$ cat config.mk
export PLATFORM = sky130hd
export DESIGN_NAME = sdram_port_arbiter
export DESIGN_NICKNAME = d
export VERILOG_FILES = /design/src/rtl/sdram_port_arbiter.sv
export SDC_FILE = /design/constraint.sdc
export NUM_CORES = 1
export LEC_CHECK = 0
export ABC_AREA = 1
export BUFFER_PORTS_ARGS = -buffer_cell sky130_fd_sc_hd__buf_2
export CAP_MARGIN = 40
export CELL_PAD_IN_SITES_DETAIL_PLACEMENT = 1
export CELL_PAD_IN_SITES_GLOBAL_PLACEMENT = 1
export CORE_AREA = 2 2 229 231
export DETAILED_ROUTE_END_ITERATION = 16
export DIE_AREA = 0 0 231 233
export PLACE_DENSITY_LB_ADDON = 0.1
export REMOVE_ABC_BUFFERS = 1
export SYNTH_ARGS = -nofsm -noshare
export SYNTH_HDL_FRONTEND = slang
export SYNTH_SLANG_ARGS = --single-unit
$ cat constraint.sdc
create_clock -name clk50 -period 2.02 [get_ports clk50]
set_input_delay 0.606 -clock clk50 [delete_from_list [all_inputs] [get_ports clk50]]
set_output_delay 0.606 -clock clk50 [all_outputs]
set_load 0.005 [all_outputs]
$ cat src/rtl/sdram_port_arbiter.sv
// rtl/sdram_port_arbiter.sv - two-requester arbiter for the 128-bit memory controller port
// Reads win unless a pending write has lost MAX_RD_STREAK grants in a row; reads are guarded by a return timeout.
module sdram_port_arbiter #(
    parameter int MAX_RD_STREAK = 4,
    parameter int RD_TIMEOUT    = 1024,
    parameter int ADDR_W        = 22,
    parameter int DATA_W        = 128
) (
    input  logic              clk50,
    input  logic              reset,
    input  logic              wr_req,
    input  logic [ADDR_W-1:0] wr_addr,
    input  logic [DATA_W-1:0] wr_data,
    output logic              wr_op_begun,
    input  logic              rd_req,
    input  logic [ADDR_W-1:0] rd_addr,
    output logic              rd_op_begun,
    output logic [DATA_W-1:0] rd_data,
    output logic              rd_valid,
    output logic              mem_req,
    output logic              mem_we,
    output logic [ADDR_W-1:0] mem_addr,
    output logic [DATA_W-1:0] mem_wdata,
    input  logic              mem_ack,
    input  logic              mem_rvalid,
    input  logic [DATA_W-1:0] mem_rdata,
    output logic              rd_timeout_err
);

    localparam int STREAK_W = $clog2(MAX_RD_STREAK + 1);
    localparam int TO_W     = $clog2(RD_TIMEOUT + 1);
    localparam logic [STREAK_W-1:0] STREAK_MAX = STREAK_W'(MAX_RD_STREAK);
    localparam logic [TO_W-1:0]     TO_LAST    = TO_W'(RD_TIMEOUT - 1);

    typedef enum logic [1:0] {
        IDLE     = 2'd0,
        WR_ISSUE = 2'd1,
        RD_ISSUE = 2'd2,
        RD_WAIT  = 2'd3
    } state_t;

    state_t              r_state;
    state_t              w_next;
    logic [STREAK_W-1:0] r_streak;
    logic [TO_W-1:0]     r_to_cnt;
    logic [ADDR_W-1:0]   r_mem_addr;
    logic [DATA_W-1:0]   r_mem_wdata;
    logic                r_mem_we;
    logic [DATA_W-1:0]   r_rd_data;
    logic                r_rd_valid;
    logic                r_timeout_err;

    logic w_rd_grant;
    logic w_wr_grant;
    logic w_wr_ack;
    logic w_rd_ack;
    logic w_rd_hit;
    logic w_timeout;

    // A write only overrides a read once the read streak has hit its limit.
    assign w_rd_grant = (r_state == IDLE) && rd_req && (!wr_req || (r_streak < STREAK_MAX));
    assign w_wr_grant = (r_state == IDLE) && !w_rd_grant && wr_req;
    assign w_wr_ack   = (r_state == WR_ISSUE) && mem_ack;
    assign w_rd_ack   = (r_state == RD_ISSUE) && mem_ack;
    assign w_rd_hit   = (r_state == RD_WAIT) && mem_rvalid;
    assign w_timeout  = (r_state == RD_WAIT) && !mem_rvalid && (r_to_cnt == TO_LAST);

    always_comb begin
        w_next = r_state;
        case (r_state)
            IDLE: begin
                if (w_rd_grant)      w_next = RD_ISSUE;
                else if (w_wr_grant) w_next = WR_ISSUE;
            end
            WR_ISSUE: if (mem_ack) w_next = IDLE;
            RD_ISSUE: if (mem_ack) w_next = RD_WAIT;
            RD_WAIT:  if (w_rd_hit || w_timeout) w_next = IDLE;
            default:  w_next = IDLE;
        endcase
    end

    always_ff @(posedge clk50) begin
        if (reset) begin
            r_state       <= IDLE;
            r_streak      <= '0;
            r_to_cnt      <= '0;
            r_mem_addr    <= '0;
            r_mem_wdata   <= '0;
            r_mem_we      <= 1'b0;
            r_rd_data     <= '0;
            r_rd_valid    <= 1'b0;
            r_timeout_err <= 1'b0;
        end else begin
            r_state    <= w_next;
            r_rd_valid <= 1'b0;
            if (w_rd_grant) begin
                r_mem_addr <= rd_addr;
                r_mem_we   <= 1'b0;
            end else if (w_wr_grant) begin
                r_mem_addr  <= wr_addr;
                r_mem_wdata <= wr_data;
                r_mem_we    <= 1'b1;
                r_streak    <= '0;
            end
            if (w_wr_ack) begin
                r_streak <= '0;
            end
            if (w_rd_ack) begin
                r_to_cnt <= '0;
                if (!wr_req)                 r_streak <= '0;
                else if (r_streak < STREAK_MAX) r_streak <= r_streak + STREAK_W'(1);
            end
            if (r_state == RD_WAIT) begin
                if (mem_rvalid) begin
                    r_rd_data  <= mem_rdata;
                    r_rd_valid <= 1'b1;
                end else if (w_timeout) begin
                    r_timeout_err <= 1'b1;
                end else begin
                    r_to_cnt <= r_to_cnt + TO_W'(1);
                end
            end
        end
    end

    assign mem_req        = (r_state == WR_ISSUE) || (r_state == RD_ISSUE);
    assign mem_we         = r_mem_we;
    assign mem_addr       = r_mem_addr;
    assign mem_wdata      = r_mem_wdata;
    assign wr_op_begun    = w_wr_ack;
    assign rd_op_begun    = w_rd_ack;
    assign rd_data        = r_rd_data;
    assign rd_valid       = r_rd_valid;
    assign rd_timeout_err = r_timeout_err;

endmodule

# Yosys cells after proc, flatten, opt, wreduce, memory -nomap -nowiden

Cells that the tools add are included.

Bits in registers: 297
Input bits: 306

$add $sub $neg: 2
Order comparisons: 1
Eq/ne operators: 8
Muxes and demuxes: 19
Bitwise operators: 3
Reductions and logical operators: 23

Operators by type and width:

| cell                  | count |
|---|---|
| $mux 11               | 4 |
| $mux 22               | 2 |
| $mux 3                | 6 |
| $add 11x1->11 const B | 1 |
| $eq 11x10->1 const B  | 1 |
| $mux 2                | 5 |
| $logic_and 1x1->1     | 9 |
| $pmux 2 s4            | 1 |
| $eq 2x2->1 const B    | 2 |
| $ne 2x2->1 const B    | 2 |
| $reduce_and 2->1      | 2 |
| $reduce_and 4->1      | 1 |
| $reduce_or 2->1       | 2 |
| $add 3x1->3 const B   | 1 |
| $logic_not 1->1       | 3 |
| $logic_or 1x1->1      | 3 |
| $lt 3x3->1 const B    | 1 |
| $ne 3x3->1 const B    | 1 |
| $not 1->1             | 3 |
| $reduce_and 3->1      | 1 |
| $eq 2x1->1 const B    | 1 |
| $logic_not 2->1       | 1 |
| $ne 2x1->1 const B    | 1 |
| $reduce_bool 2->1     | 1 |
| $mux 1                | 1 |

# Logic depth before layout (Yosys ltp)

Depth in word-level cells: 12
Mapped depth: 11

# Least setup slack after synthesis

Ideal clock, no wire load.

Path kind: reg-to-reg
Start: register r_state[0]
End: register r_mem_wdata[0], in the netlist mem_wdata[0]
Library setup time: 0.116 ns
Data arrival time: 1.485 ns
Required time: 1.904 ns
Slack: 0.419 ns
Stages on the path, launching flop included: 11
Buffers on the path: 2
Path through: dfxtp_1 -> inv_1 -> ha_1 -> nand2_2 -> inv_2 -> nand2_2 -> nand3_2 -> buf_4 -> buf_2 -> o21ai_0 -> nor2_1

Word-level cells in the longest chain between the ends: 7
Elaborated cells on any way between the ends: 8

Ends and longest elaborated chain:

| item                           | RTL line | source |
|---|---|---|
| start: declaration             | 42       | `state_t r_state;` |
| start signal: assignment       | 94       | `r_state <= w_next;` |
| $logic_not 2->1 (*)            | 61, 62   |  |
| $logic_and 1x1->1 (2 in a row) | 61       | `assign w_rd_grant = (r_state == IDLE) && rd_req && (!wr_req \|\| (r_streak < STREAK_MAX));` |
| $logic_not 1->1                | 62       | `assign w_wr_grant = (r_state == IDLE) && !w_rd_grant && wr_req;` |
| $logic_and 1x1->1 (2 in a row) | 62       |  |
| $reduce_and 2->1 (no line) (*) | -        |  |
| end signal: assignment         | 101      | `r_mem_wdata <= wr_data;` |
| end: declaration               | 47       | `logic [DATA_W-1:0] r_mem_wdata;` |

Every way passes the cells marked *; elsewhere a longest branch is shown, timed or not.
A chain may end at the register's enable or synchronous reset.

# Final worst setup path

Start: register r_state[0]
End: output port rd_op_begun

Word-level cells in the longest chain between the ends: 2

Ends and longest elaborated chain:

| item              | RTL line | source |
|---|---|---|
| $eq 2x2->1        | 64       | `assign w_rd_ack = (r_state == RD_ISSUE) && mem_ack;` |
| $logic_and 1x1->1 | 64       |  |
| end: declaration  | 17       | `output logic rd_op_begun,` |

Every way passes these cells.

==> summary.txt <==
VDD IR max: 0.000563 V
overall power: 0.0189 W
Hold Slack: 304 ps
largest net degree at the start of global routing: 80
clock power share: 34.4%
crit path time final: 1960 ps
Slowest cell on crit path: dfxtp_4
Core Region: 0.0511 mm²
Final Hold Fails: 0
Sw Ratio: 31.9%
clock latency on the worst-skew pair: 540 ps
hold_sp: mem_rdata[116]
DRC: 0
die area: 0.0538 mm²
internal power: 0.0129 W
Worst R2R End: mem_wdata[93]
CP Max Fanout: 3
Sw Pwr: 0.00602 W
crit start category: flip-flop
Clock Path Buffers: 3
clk sinks: 297
Site Rows: 83
TritonCTS clock tree: yes
Layout Utilization: 30.8%
Syn. warnings: 0
reg2reg start: r_state[0]
Reg clk slew, reported paths: 50 ps
sequential cell area fraction in the yosys report: 55.5%
CP Buf/Inv Count: 3
# IOs: 590
Syn Inst Count: 1404
Avg WL per Cell: 17.6 µm
Placed Area: 0.0145 mm²
initial DRC count: 348
Initial Utilization: 21.0%
Vias/cell: 4.24
gp weighted congestion: 0.758
Root Buffer: clkbuf_16
WL final: 47.2 mm
vias in the first global route: 11600
H-tree depth: 2
Seq pwr share: 40.0%
Pins Over Slew Limit: 0
max_cap viols: 0
PD cells: 1200 mW/mm²
Critical Path AT: 1350 ps
critical path class: flip-flop to primary output
worst slew pin tran: 383 ps
max incr delay on CP: 400 ps
clock skew: 21.5 ps
Yosys cell types: 23
antenna viol nets, final: 0
area share of the largest cell type after synthesis: 55.5%
layout cell share with drive strength beyond 1: 34.8%
Register-to-Register Path Depth: 10
leakage power: 7.40 nW
area leader, netlist: dfxtp_1
flops & latches, synth: 297
first-pass GRT wire length: 70.0 mm
fin crit share: 96.9%
I/O Buffers: 589
chip height: 233 µm
most common cell after layout, fill and taps aside: buf_2
Worst Hold Endpoint: rd_data[116]
initial antenna violation count: 20
area of the mapped netlist: 0.0107 mm²
Worst Hold Depth: 3
Hold Path Class: input pin to flip-flop
total grt overflow: 0
drt pass-1 iters: 4
Chip Width: 231 µm
CP required: 1410 ps
delay-heaviest family, CP: flip-flops
crit-path cells: inv_6 > ha_4 > nand2_4 > inv_4 > buf_6
largest cells by area after synthesis: dfxtp_1 55%, nor2_1 19%, o21ai_0 12%
status: finished clean
post-route cell area: 0.0158 mm²
DP HPWL: 34.6 mm
CP Capture Type: primary output
Avg Inst Size Synth: 7.64 µm²
CTS Buf Count: 39
reg2reg setup slack: 250 ps
combinational power share: 25.6%
commonest non-fill, non-tap cells in the layout: 588 x buf_2, 540 x nor2_1, 295 x dfxtp_1, 254 x o21ai_0, 88 x nand2_1
final-stage net count: 2287
Slew headroom: 74.5%
GRT Resource Usage Total: 16.9%
f_max: 511 MHz
endpoints failing setup: 0
via count: 11400
Syn-to-layout area delta: 47.0%
synth_stat cells:
| library cell | instances |
|---|---|
| ha_1 | 7 |
| buf_4 | 13 |
| nand2_2 | 2 |
| a31oi_1 | 22 |
| nand2_1 | 91 |
| o21a_1 | 1 |
| a211oi_1 | 1 |
| inv_2 | 2 |
| a21oi_1 | 10 |
| inv_1 | 24 |
| buf_1 | 5 |
| nor2_1 | 540 |
| clkbuf_1 | 59 |
| nor2_2 | 1 |
| nand4_1 | 4 |
| o21bai_1 | 2 |
| dfxtp_1 | 297 |
| buf_2 | 21 |
| nor3_1 | 6 |
| nand3_1 | 31 |
| o21ai_0 | 254 |
| nand3_2 | 1 |
| o21ai_1 | 10 |
repair_timing:
| action | in CTS | in global routing |
|---|---|---|
| gates resized for setup | 16 | 5 |
| pin swaps | 2 | 1 |
| endpoints found under the setup margin | 3 | 2 |
| buffers inserted | 4 | 1 |
| hold buffers | 0 | 0 |
layer usage:
layer | vias to the layer above | share of wire [%] | GRT usage [%]
met3 | 93 | 8.3 | 6.47
met1 | 5285 | 41 | 19.3
li1 | 5654 | - | -
met2 | 341 | 48 | 28.7
met5 | - | 0.32 | 0
met4 | 24 | 2.7 | 6.01
how the worst max path moves through the flow:
stage / startpoint / end / slack (ps) / cells past startpoint
2_1_floorplan: mem_rvalid / rd_data[108] / -2610 / 4
3_5_place_dp: wr_req / mem_wdata[93] / 70 / 8
3_3_place_gp: wr_req / mem_wdata[39] / 120 / 8
5_1_grt: r_state[0] / rd_op_begun / -4 / 5
4_1_cts: r_state[1] / wr_op_begun / 8 / 5
6_report: r_state[0] / rd_op_begun / 60 / 5
cells by family (layout without fill, tap and decap cells):
logic type	after synthesis	count (layout)	share of synthesized area, %
AND/OR/NAND/NOR	676	676	24.3
other	0	8	0
adder cells (fa/ha/maj)	7	7	0.817
buffers and inverters	124	718	5.04
AO/OA/AOI/OAI	300	300	14.4
flip-flops	297	297	55.5
sequential cells by signal, indices dropped and copies added, names as in the netlist:
register        flops
r_state             2
mem_we              1
mem_addr           22
r_streak            3
rd_data           128
rd_valid            1
mem_wdata         128
r_to_cnt           11
rd_timeout_err      1
layout make-up:
| type | instances | area (µm²) |
|---|---|---|
| fillers | 6408 | 35300 |
| flip-flops and latches | 297 | 5950 |
| multi-input cells | 983 | 4300 |
| repair buffers | 627 | 3350 |
| clock buffers | 59 | 1100 |
| well taps | 680 | 851 |
| inverters | 26 | 118 |
| clock inverters | 6 | 61.3 |
| diodes | 8 | 20.0 |
power groups by stage:
| stage | clock network (W) | logic (W) | registers [W] |
|---|---|---|---|
| floorplan | 0 | 0.00212 | 0.00774 |
| global placement | 0 | 0.00479 | 0.00762 |
| detailed placement | 0 | 0.00485 | 0.00766 |
| CTS | 0.00678 | 0.00494 | 0.00757 |
| global route | 0.00703 | 0.00550 | 0.00771 |
| finish | 0.00650 | 0.00484 | 0.00756 |
worst min-delay path, stage by stage:
cell and delay, ps:
buf_2 70, o21ai_1 60, nor2_1 70
per-stage QoR:
stage	setup slack (ps)	std cells	TNS, ps
2_1_floorplan	-2610	1306	-645690
3_3_place_gp	124	2608	0
3_5_place_dp	69.5	2608	0
4_1_cts	7.94	2677	0
5_1_grt	-3.52	2685	-3.52
6_report	63.5	2686	0
Note: power is estimated with default switching activity, not from simulation.
